==> src/rtl/base_apack_pkg.sv <==
// rtl/base_apack_pkg.sv - default geometry shared by base_apack and its users
// Purpose: holds the default beat width and packing factor so that the packer
//          and the pipeline latch placed after it agree on one word layout.
// Ports:   none (package).
package base_apack_pkg;

  localparam int unsigned DEF_WIDTH   = 8;  // bits per narrow input beat
  localparam int unsigned DEF_WAYS    = 4;  // beats per packed output word
  localparam int unsigned DEF_LG_WAYS = 2;  // beat counter / o_c width

endpackage

==> src/rtl/base_vlat.sv <==
// rtl/base_vlat.sv - free-running state latch with async active-low clear
// Purpose: stores d_i on every rising clock edge; clears while reset is low.
// Ports:   clk   - clock
//          reset - asynchronous clear, active low
//          d_i   - next value
//          q_o   - registered value
module base_vlat #(
  parameter int unsigned width = 1
) (
  input  logic             clk,
  input  logic             reset,
  input  logic [width-1:0] d_i,
  output logic [width-1:0] q_o
);

  logic [width-1:0] q_q;

  always_ff @(posedge clk or negedge reset) begin
    if (!reset) q_q <= '0;
    else        q_q <= d_i;
  end

  assign q_o = q_q;

endmodule

==> src/rtl/base_vlat_en.sv <==
// rtl/base_vlat_en.sv - enabled state latch with async active-low clear
// Purpose: stores d_i on a rising clock edge when en_i is set; clears while
//          reset is low.
// Ports:   clk   - clock
//          reset - asynchronous clear, active low
//          en_i  - load enable
//          d_i   - next value
//          q_o   - registered value
module base_vlat_en #(
  parameter int unsigned width = 1
) (
  input  logic             clk,
  input  logic             reset,
  input  logic             en_i,
  input  logic [width-1:0] d_i,
  output logic [width-1:0] q_o
);

  logic [width-1:0] q_q;

  always_ff @(posedge clk or negedge reset) begin
    if (!reset)    q_q <= '0;
    else if (en_i) q_q <= d_i;
  end

  assign q_o = q_q;

endmodule

==> src/rtl/base_apack.sv <==
// rtl/base_apack.sv - valid/ready packer of narrow beats into one wide word
// Purpose: gathers up to `ways` beats of `width` bits into one word; a full
//          word or an end marker closes the word and hands it downstream.
//          Beat k sits at o_d[k*width +: width] (beat 0 at the low index end).
// Ports:   clk   - clock, all state on rising edge
//          reset - asynchronous clear, active low
//          i_v/i_d/i_e/i_r - input beat valid, data, end marker, ready
//          o_v/o_d/o_c/o_e/o_r - output valid, packed word, beats-1,
//                                closed-by-end flag, downstream ready
module base_apack
  import base_apack_pkg::*;
#(
  parameter int unsigned width   = DEF_WIDTH,
  parameter int unsigned ways    = DEF_WAYS,
  parameter int unsigned lg_ways = DEF_LG_WAYS
) (
  input  logic                  clk,
  input  logic                  reset,
  input  logic                  i_v,
  input  logic [0:width-1]      i_d,
  input  logic                  i_e,
  output logic                  i_r,
  output logic                  o_v,
  output logic [0:ways*width-1] o_d,
  output logic [0:lg_ways-1]    o_c,
  output logic                  o_e,
  input  logic                  o_r
);

  localparam int unsigned WW = ways * width;
  localparam int unsigned OW = WW + lg_ways + 1;
  localparam logic [lg_ways-1:0] LAST = lg_ways'(ways - 1);

  logic [lg_ways-1:0] cnt_q, cnt_d;
  logic [0:WW-1]      asm_q;
  logic [0:width-1]   lane_d;
  logic [ways-1:0]    lane_en;
  logic [0:WW-1]      word_d;
  logic [OW-1:0]      out_q, out_d;
  logic               ov_q, ov_d;

  logic final_cand, xfer, load, advance;

  // A beat closes the word when it is marked as the end or fills the last
  // lane. Only such beats can be blocked, and only by an undrained word.
  assign final_cand = i_e | (cnt_q == LAST);
  assign i_r        = ~final_cand | ~ov_q | o_r;
  assign xfer       = i_v & i_r;
  assign load       = xfer & final_cand;
  assign advance    = xfer & ~final_cand;

  // Beat counter: steps on each accepted non-final beat, clears on a final one.
  assign cnt_d = load ? '0 : cnt_q + lg_ways'(1);

  base_vlat_en #(.width(lg_ways)) u_cnt (
    .clk   (clk),
    .reset (reset),
    .en_i  (xfer),
    .d_i   (cnt_d),
    .q_o   (cnt_q)
  );

  // Assembly lanes: the addressed lane captures a non-final beat; every lane
  // clears when the word is handed off, so unfilled lanes always read zero.
  assign lane_d = load ? '0 : i_d;

  for (genvar k = 0; k < ways; k++) begin : g_lane
    assign lane_en[k] = load | (advance & (cnt_q == lg_ways'(k)));

    base_vlat_en #(.width(width)) u_lane (
      .clk   (clk),
      .reset (reset),
      .en_i  (lane_en[k]),
      .d_i   (lane_d),
      .q_o   (asm_q[k*width +: width])
    );
  end

  // Closing word: lanes below cnt from the buffer, the current beat at cnt,
  // zero above it. The current beat bypasses the buffer so the word is ready
  // on the same edge that accepts the final beat.
  always_comb begin
    word_d = '0;
    for (int k = 0; k < ways; k++) begin
      if (lg_ways'(k) < cnt_q)       word_d[k*width +: width] = asm_q[k*width +: width];
      else if (lg_ways'(k) == cnt_q) word_d[k*width +: width] = i_d;
    end
  end

  assign out_d = {word_d, cnt_q, i_e};

  base_vlat_en #(.width(OW)) u_out (
    .clk   (clk),
    .reset (reset),
    .en_i  (load),
    .d_i   (out_d),
    .q_o   (out_q)
  );

  // Valid stays up across a drain-and-reload edge, so words flow without a
  // bubble.
  assign ov_d = load | (ov_q & ~o_r);

  base_vlat #(.width(1)) u_ov (
    .clk   (clk),
    .reset (reset),
    .d_i   (ov_d),
    .q_o   (ov_q)
  );

  assign o_v = ov_q;
  assign o_d = out_q[OW-1 -: WW];
  assign o_c = out_q[lg_ways:1];
  assign o_e = out_q[0];

endmodule
==> config.mk <==
export PLATFORM = sky130hd
export DESIGN_NAME = base_apack
export DESIGN_NICKNAME = d
export VERILOG_FILES = /design/src/rtl/base_apack_pkg.sv /design/src/rtl/base_vlat.sv /design/src/rtl/base_vlat_en.sv /design/src/rtl/base_apack.sv
export SDC_FILE = /design/constraint.sdc
export NUM_CORES = 1
export LEC_CHECK = 0
export BUFFER_PORTS_ARGS = -buffer_cell sky130_fd_sc_hd__buf_2
export CAP_MARGIN = 10
export CORE_MARGIN = 2
export CORE_UTILIZATION = 34
export CTS_BUF_LIST = sky130_fd_sc_hd__clkbuf_16
export DETAILED_ROUTE_END_ITERATION = 10
export PLACE_DENSITY = 0.59
export SLEW_MARGIN = 15
export SYNTH_ARGS = -nofsm -noshare
export SYNTH_HDL_FRONTEND = slang
export SYNTH_SLANG_ARGS = --single-unit
==> constraint.sdc <==
create_clock -name clk -period 2.3 [get_ports clk]
set_input_delay 0.69 -clock clk [delete_from_list [all_inputs] [get_ports clk]]
set_output_delay 0.69 -clock clk [all_outputs]
set_load 0.05 [all_outputs]
# --- Yosys cells after proc, flatten, opt, wreduce, memory -nomap -nowiden ---
# Index checks and enable logic that the tools add are counted.
word_totals:
  elab_cells: 48
  mem_bits_ro: 0
  memories: 0
  reg_bits: 70
  latchBits: 0
  mem_bits_rw: 0
  out_inout_bits: 37
classes:
  n_eq_ne: 6
  n_shift: 0
  n_lt_le_gt_ge: 4
  n_reduce_logical: 1
  div_mod_pow: 0
  addsub: 1
  muxes: 10
  n_mul: 0
  bitwise: 19
op_table:
  columns: ["cell", "n"]
  rows:
  - ["$mux W8", 9]
  - ["$and A1 B1 Y1", 8]
  - ["$or A1 B1 Y1", 8]
  - ["$eq A2 B2 Y1 const A", 2]
  - ["$eq A2 B2 Y1 const B", 2]
  - ["$lt A1 B2 Y1 const A", 2]
  - ["$lt A2 B2 Y1 const A", 2]
  - ["$not A1 Y1", 3]
  - ["$add A2 B1 Y2 const B", 1]
  - ["$eq A1 B2 Y1 const A", 1]
  - ["$eq A2 B1 Y1 const B", 1]
  - ["$logic_not A2 Y1", 1]
  - ["$mux W2", 1]

# --- Depth between registers and ports, before layout ---
# Gate-level depths: netlist of run 1.
logic_depth:
  word_depth: 9
  mapped_depth: 8
  mapped_depth_nobuf: 5

# --- By module ---
# From an unflattened synthesis of run 1, not the netlist that was laid out.
hier_totals:
  hier_cells: 231
  hier_area_um2: 3171.8
by_module_without_submodules:
  columns: ["mod", "cells_per_inst", "instances", "area_each_um2"]
  rows:
  - ["base_vlat_en at u_out", 74, 1, 1453.9]
  - ["base_vlat_en at g_lane[0].u_lane ...", 17, 3, 331.6]
  - ["base_apack", 101, 1, 625.6]
  - ["base_vlat_en at u_cnt", 4, 1, 72.6]
  - ["base_vlat", 1, 1, 25.0]

# --- Least setup slack after synthesis of run 1 ---
# Ideal clock, no wire load.
synth_path:
  path_kind: "input port to output port"
  from: "input port o_r"
  to: "output port i_r"
  t_arrival_ns: 1.314
  stages: 2
  required_ns: 1.610
  path_buffers: 0
  path_slack_ns: 0.296
  path_cell_list: "nand2b_1 > or2_2"
synth_between:
  elab_chain_len: 1
synth_lines:
  columns: ["element", "line_no", "source"]
  rows:
  - ["from (decl)", "base_apack.sv:27", "input logic o_r"]
  - ["$or A1 B1 Y1", "base_apack.sv:47", "assign i_r = ~final_cand | ~ov_q | o_r;"]
  - ["to (decl)", "base_apack.sv:22", "output logic i_r,"]
# No other way between the ends.

# --- Worst setup path in the final report of run 1 ---
layout_path:
  from: "register u_cnt.q_q[0], in the netlist u_cnt.q_o[0]"
  to: "output port i_r"
layout_between:
  elab_chain_len: 5
layout_lines:
  columns: ["element", "line_no", "source"]
  rows:
  - ["from (decl)", "base_vlat_en.sv:19", "logic [width-1:0] q_q;"]
  - ["from (signal assigned)", "base_vlat_en.sv:23", "else if (en_i) q_q <= d_i;"]
  - ["$eq A2 B2 Y1", "base_apack.sv:46", "assign final_cand = i_e | (cnt_q == LAST);"]
  - ["$or A1 B1 Y1", "base_apack.sv:46", null]
  - ["$not A1 Y1", "base_apack.sv:47", null]
  - ["$or A1 B1 Y1 (2 in series)", "base_apack.sv:47", null]
# No other way between the ends.

==> results.sh, run 1 <==
export IMPL_p_seq_share_pct=34.8
export IMPL_setup_violations=0
export IMPL_drt_iter0_drc=87
export IMPL_portBuffers=49
export IMPL_avgSynthCellArea_um2=12.68
export IMPL_peakVddDrop_v=0.0006630
export IMPL_grt_first_pass_wirelength_mm=10.14
export IMPL_hpwl_mm=4.172
export IMPL_total_power_uw=4147
export IMPL_critical_path_arrival_ps=1520
export IMPL_diodes=0
export IMPL_path_cells="ha_1 -> nor2_2 -> or2_2 -> buf_2"
export IMPL_crit_fanout=5
export IMPL_antenna_left=0
export IMPL_maxCapViolCount=0
export IMPL_gp_congestion=0.7533
export IMPL_grt_pass1_vias=1913
export IMPL_antenna_found_initial=0
export IMPL_initial_core_util_pct=35.30
export IMPL_slowest_delay_ps=410
export IMPL_cts_repair_resized=0
export IMPL_slowest_stage="dfrtp_1"
export IMPL_drive_above_1_share_pct=39.79
export IMPL_whs_ps=363.4
export IMPL_slew_headroom_pct=60.81
export IMPL_wirelength_mm=6.132
export IMPL_grt_start_max_net_pins=39
export IMPL_clockBufferDepth=2
export IMPL_wl_per_cell_um=15.56
export IMPL_io_pins=50
export IMPL_rsz0062_at_grt="false"
export IMPL_layout_common_cells="61 x dfrtp_1, 49 x buf_2, 24 x mux2i_1, 24 x nor2_1, 24 x mux2_4"
export IMPL_ys_ff_latch=62
export IMPL_worstPathRequired_ps=1610
export IMPL_htree_num_levels=3
export IMPL_placed_cell_area_mm2=0.003288
export IMPL_status="finished, final reports clean"
export IMPL_maxSlewViolCount=0
export IMPL_clk_pin_slew_worst_paths_ps=50
export IMPL_p_int_uw=2629
export IMPL_drc=0
export IMPL_cts_buffers=9
export IMPL_die_y_um=96.60
export IMPL_synth_cell_types=26
export IMPL_fin_area_mm2=0.003581
export IMPL_synth_cell_area_mm2=0.002915
export IMPL_path_class="reg2out"
export IMPL_design_die_area_mm2=0.009332
export IMPL_swShare_pct=36.60
export IMPL_via_count=1916
export IMPL_num_rows=33
export IMPL_crit_buf_inv=1
export IMPL_hold_viol=0
export IMPL_power_density_mw_per_mm2=1158
export IMPL_p_sw_uw=1518
export IMPL_cts_hold_buf=0
export IMPL_final_period_utilization_pct=96.25
export IMPL_die_w_um=96.60
export IMPL_leakage_uw=0.001764
export IMPL_worst_clock_skew_ps=4.016
export IMPL_p_comb_share_pct=33.6
export IMPL_end_kind="output port"
export IMPL_hold_class="in2async"
export IMPL_post_cts_buffers=0
export IMPL_worstSkewPairLatency_ps=330
export IMPL_startpoint="u_cnt.q_o[0]$_DFFE_PN0N_"
export IMPL_tightest_slew_ps=587.9
export IMPL_syn_nets=247
export IMPL_finalCriticalPeriod_ps=2214
export IMPL_setup_tns_ps=0
export IMPL_syn_inst=230
export IMPL_crit_family="flip-flops"
export IMPL_clkSinkCount=62
export IMPL_start_kind="register"
export IMPL_cts_tree="built"
export IMPL_via_per_inst=4.863
export IMPL_cts_root_buffer="clkbuf_16"
export IMPL_yosys_warnings=0
export IMPL_pwr_share_clk_pct=31.6
export IMPL_core_area_mm2=0.008258
export IMPL_track_usage_pct=13.69
export IMPL_final_common_cell="dfrtp_1"
export IMPL_nets=301
export IMPL_overflow=0
export IMPL_ys_seq_area_share_pct=53.22
export IMPL_reg2reg_from="u_cnt.q_o[1]$_DFFE_PN0N_"
export IMPL_clock_fmax_ghz=0.4517
export IMPL_syn_to_final_growth_pct=22.83
export IMPL_first_pass_iters=4
registers in the layout, summed over array words and instances (netlist names):
register,flops
u_ov.q_o,1
g_lane.u_lane.q_o,24
u_out.q_o,35
u_cnt.q_o,2
cells by family after synthesis:
group	after synthesis	share of synthesized area, %
DFF	62	53.22
buffers and inverters	19	4.378
adders and majority gates	4	1.717
and+or+nand+nor	59	9.485
muxes	58	24.46
AOI/OAI and AO/OA	28	6.738
path summary, 6_finish.rpt:
| check | to | slack, ps | depth (start not counted) |
|---|---|---|---|
| worst max register to register | g_lane[2].u_lane.q_o[4]$_DFFE_PN0P_ | 390 | 5 |
| worst min-delay path | u_out.q_o[8]$_DFFE_PN0P_ | 360 | 1 |
| worst min register to register | u_out.q_o[5]$_DFFE_PN0P_ | 500 | 1 |
| max in group asynchronous | u_cnt.q_o[1]$_DFFE_PN0N_ | 1320 | 2 |
| min in group clk | u_out.q_o[5]$_DFFE_PN0P_ | 500 | 1 |
| worst max-delay path | i_r | 90 | 4 |
routing by layer:
layer | share of wire (%) | GRT usage [%]
met5 | 0 | 0
met2 | 48 | 21.47
met3 | 4.3 | 4.191
met4 | 1.5 | 5.092
met1 | 46 | 17.90
power groups by stage:
stage | Combinational (uW) | Sequential (uW) | Clock [uW]
final | 1390 | 1440 | 1310
after global routing | 1480 | 1480 | 1390
after CTS | 1410 | 1450 | 1340
after detailed placement | 1410 | 1460 | 0
after global placement | 1390 | 1450 | 0
after floorplan | 529 | 1990 | 0
cell usage after synthesis (all sizes together):
cell type,number,share of area (%)
clkbuf,4,0.60
nand3b,1,0.26
a22o,13,3.9
buf,12,3.4
or2,1,0.21
nand2b,1,0.21
nand2,23,3.0
mux2,34,16
inv,3,0.39
o21ai,13,2.2
nand3,1,0.17
nor2b,1,0.21
ha,4,1.7
a21o,1,0.26
a32o,1,0.34
nor2,25,3.3
and4bb,3,1.3
dfrtp,62,53
mux2i,24,8.2
and3,2,0.43
and3b,1,0.43
final cells by class:
type,count,area [um^2]
multi-input cells,149,1236
fillers,824,4677
inverters,3,11.26
repair buffers,59,357.8
well taps,105,131.4
clock inverters,7,66.31
flip-flops and latches,62,1553
clock buffers,9,225.2
per-stage QoR:
step           std cells  utilization [%]  worst slack (ps)
2_1_floorplan        230                -             295.8
3_5_place_dp         378            39.82             180.8
4_1_cts              394            43.35             64.41
5_1_grt              394            43.36             10.66
3_3_place_gp         378            39.82             162.4
6_report             394            43.36             86.21
No activity file was read; power rests on OpenSTA's default activity.
==> inputs of run 2 (changes only) <==
- CORE_ASPECT_RATIO: unset -> 1.1
==> results.sh, run 2 (same netlist as run 1, synthesis figures left out) <==
export IMPL_io_pins=50
export IMPL_leakage_uw=0.001771
export IMPL_htree_num_levels=3
export IMPL_path_cells="ha_1 -> nor2_4 -> or2_2 -> clkbuf_4"
export IMPL_startpoint="u_cnt.q_o[0]$_DFFE_PN0N_"
export IMPL_hold_viol=0
export IMPL_cts_root_buffer="clkbuf_16"
export IMPL_design_die_area_mm2=0.009332
export IMPL_multi_input_area_mm2=0.001241
export IMPL_final_period_utilization_pct=96.42
export IMPL_path_class="reg2out"
export IMPL_initial_core_util_pct=34.85
export IMPL_slew_headroom_pct=70.78
export IMPL_layout_common_cells="61 x dfrtp_1, 48 x buf_2, 24 x mux2i_1, 24 x nor2_1, 24 x mux2_4"
export IMPL_nets=301
export IMPL_maxSlewViolCount=0
export IMPL_antenna_found_initial=0
export IMPL_setup_tns_ps=0
export IMPL_fin_area_mm2=0.003573
export IMPL_ff2ff_path_depth=5
export IMPL_cts_tree="built"
export IMPL_post_cts_buffers=0
export IMPL_cts_buffers=9
export IMPL_peakVddDrop_v=0.0004237
export IMPL_drive_above_1_share_pct=39.10
export IMPL_grt_pass1_vias=1929
export IMPL_wl_per_cell_um=15.32
export IMPL_antenna_left=0
export IMPL_r2r_slack_ps=460
export IMPL_clkSinkCount=62
export IMPL_clk_pin_slew_worst_paths_ps=50
export IMPL_die_y_um=101.1
export IMPL_crit_buf_inv=1
export IMPL_via_count=1880
export IMPL_num_rows=35
export IMPL_crit_fanout=6
export IMPL_status="finished, final reports clean"
export IMPL_critical_path_arrival_ps=1530
export IMPL_grt_first_pass_wirelength_mm=10.24
export IMPL_drt_iter0_drc=74
export IMPL_reg2reg_to="g_lane[2].u_lane.q_o[3]$_DFFE_PN0P_"
export IMPL_drc=0
export IMPL_power_density_mw_per_mm2=1147
export IMPL_clock_fmax_ghz=0.4509
export IMPL_track_usage_pct=14.56
export IMPL_die_w_um=92.29
export IMPL_slowest_stage="dfrtp_2"
export IMPL_setup_violations=0
export IMPL_syn_to_final_growth_pct=22.58
export IMPL_placed_cell_area_mm2=0.003283
export IMPL_portBuffers=49
export IMPL_hold_class="in2async"
export IMPL_first_pass_iters=4
export IMPL_gp_congestion=0.7709
export IMPL_largest_reg_flops=35
export IMPL_path_depth=4
export IMPL_end_kind="output port"
export IMPL_slowest_delay_ps=400
export IMPL_finalCriticalPeriod_ps=2218
export IMPL_diodes=0
export IMPL_crit_family="flip-flops"
export IMPL_crit_end="i_r"
export IMPL_tightest_slew_ps=436.9
export IMPL_seq_area_mm2=0.001553
export IMPL_wirelength_mm=6.128
export IMPL_core_area_mm2=0.008364
export IMPL_cts_hold_buf=0
export IMPL_hpwl_mm=4.056
export IMPL_final_common_cell="dfrtp_1"
export IMPL_rsz0062_at_grt="false"
export IMPL_maxCapViolCount=0
export IMPL_start_kind="register"
export IMPL_clockBufferDepth=2
export IMPL_worstSkewPairLatency_ps=320
export IMPL_n_fill_cell=795
export IMPL_worstPathRequired_ps=1610
export IMPL_worst_clock_skew_ps=3.612
export IMPL_total_power_uw=4100
export IMPL_overflow=0
export IMPL_reg2reg_from="u_cnt.q_o[1]$_DFFE_PN0N_"
export IMPL_grt_start_max_net_pins=63
export IMPL_whs_ps=369.4
export IMPL_via_per_inst=4.700
==> run 2: changes by cell type in the layout (fill, tap and decap cells not counted), sizes merged <==
cell,before,now
clkbuf,9,10
clkinv,2,5
clkinvlp,3,0
buf,59,58
==> run 2: timing repair <==
item / 4_1_cts / 5_1_grt
gates resized for setup: 0 / 3
setup endpoints to repair: 0 / 1
endpoints found under the hold margin: 0 / 0
==> run 2: layout make-up <==
type	instances	area share [%]
clock buffers	9	6.303
clock inverters	7	1.576
inverters	3	0.3151
multi-input cells	149	34.73
flip-flops and latches	62	43.45
well taps	111	3.887
repair buffers	59	9.734
==> run 2: worst min path at each step <==
stage                                    startpoint                                  end  depth (start not counted)
after global placement     u_out.q_o[5]$_DFFE_PN0P_             u_out.q_o[5]$_DFFE_PN0P_                          1
after CTS                                     reset             u_out.q_o[4]$_DFFE_PN0P_                          2
after detailed placement  u_out.q_o[15]$_DFFE_PN0P_            u_out.q_o[15]$_DFFE_PN0P_                          1
after global routing                          reset             u_out.q_o[4]$_DFFE_PN0P_                          2
after floorplan                               reset  g_lane[0].u_lane.q_o[0]$_DFFE_PN0P_                          0
final                                         reset             u_out.q_o[4]$_DFFE_PN0P_                          2
==> run 2: layer usage <==
metal  up-vias  wire, um  track usage, %
li1        912         -               -
met1       912      3015           19.98
met2        43      2714           21.21
met3        13       238           3.964
met4         0       161           7.463
met5         -         0               0
==> run 2: through the flow <==
step           cells  util (%)  worst slack [ps]
2_1_floorplan    230         -             295.8
3_3_place_gp     384     39.25             210.1
3_5_place_dp     384     39.25             202.0
4_1_cts          400     42.62             25.00
5_1_grt          400     42.72             21.89
6_report         400     42.72             82.41
==> run 2: report_power, final <==
part           internal, uW  total (uW)  switching, uW
Sequential             1320        1440            119
Clock                   820        1280            456
Combinational           477        1390            910
Total                  2620        4100           1480
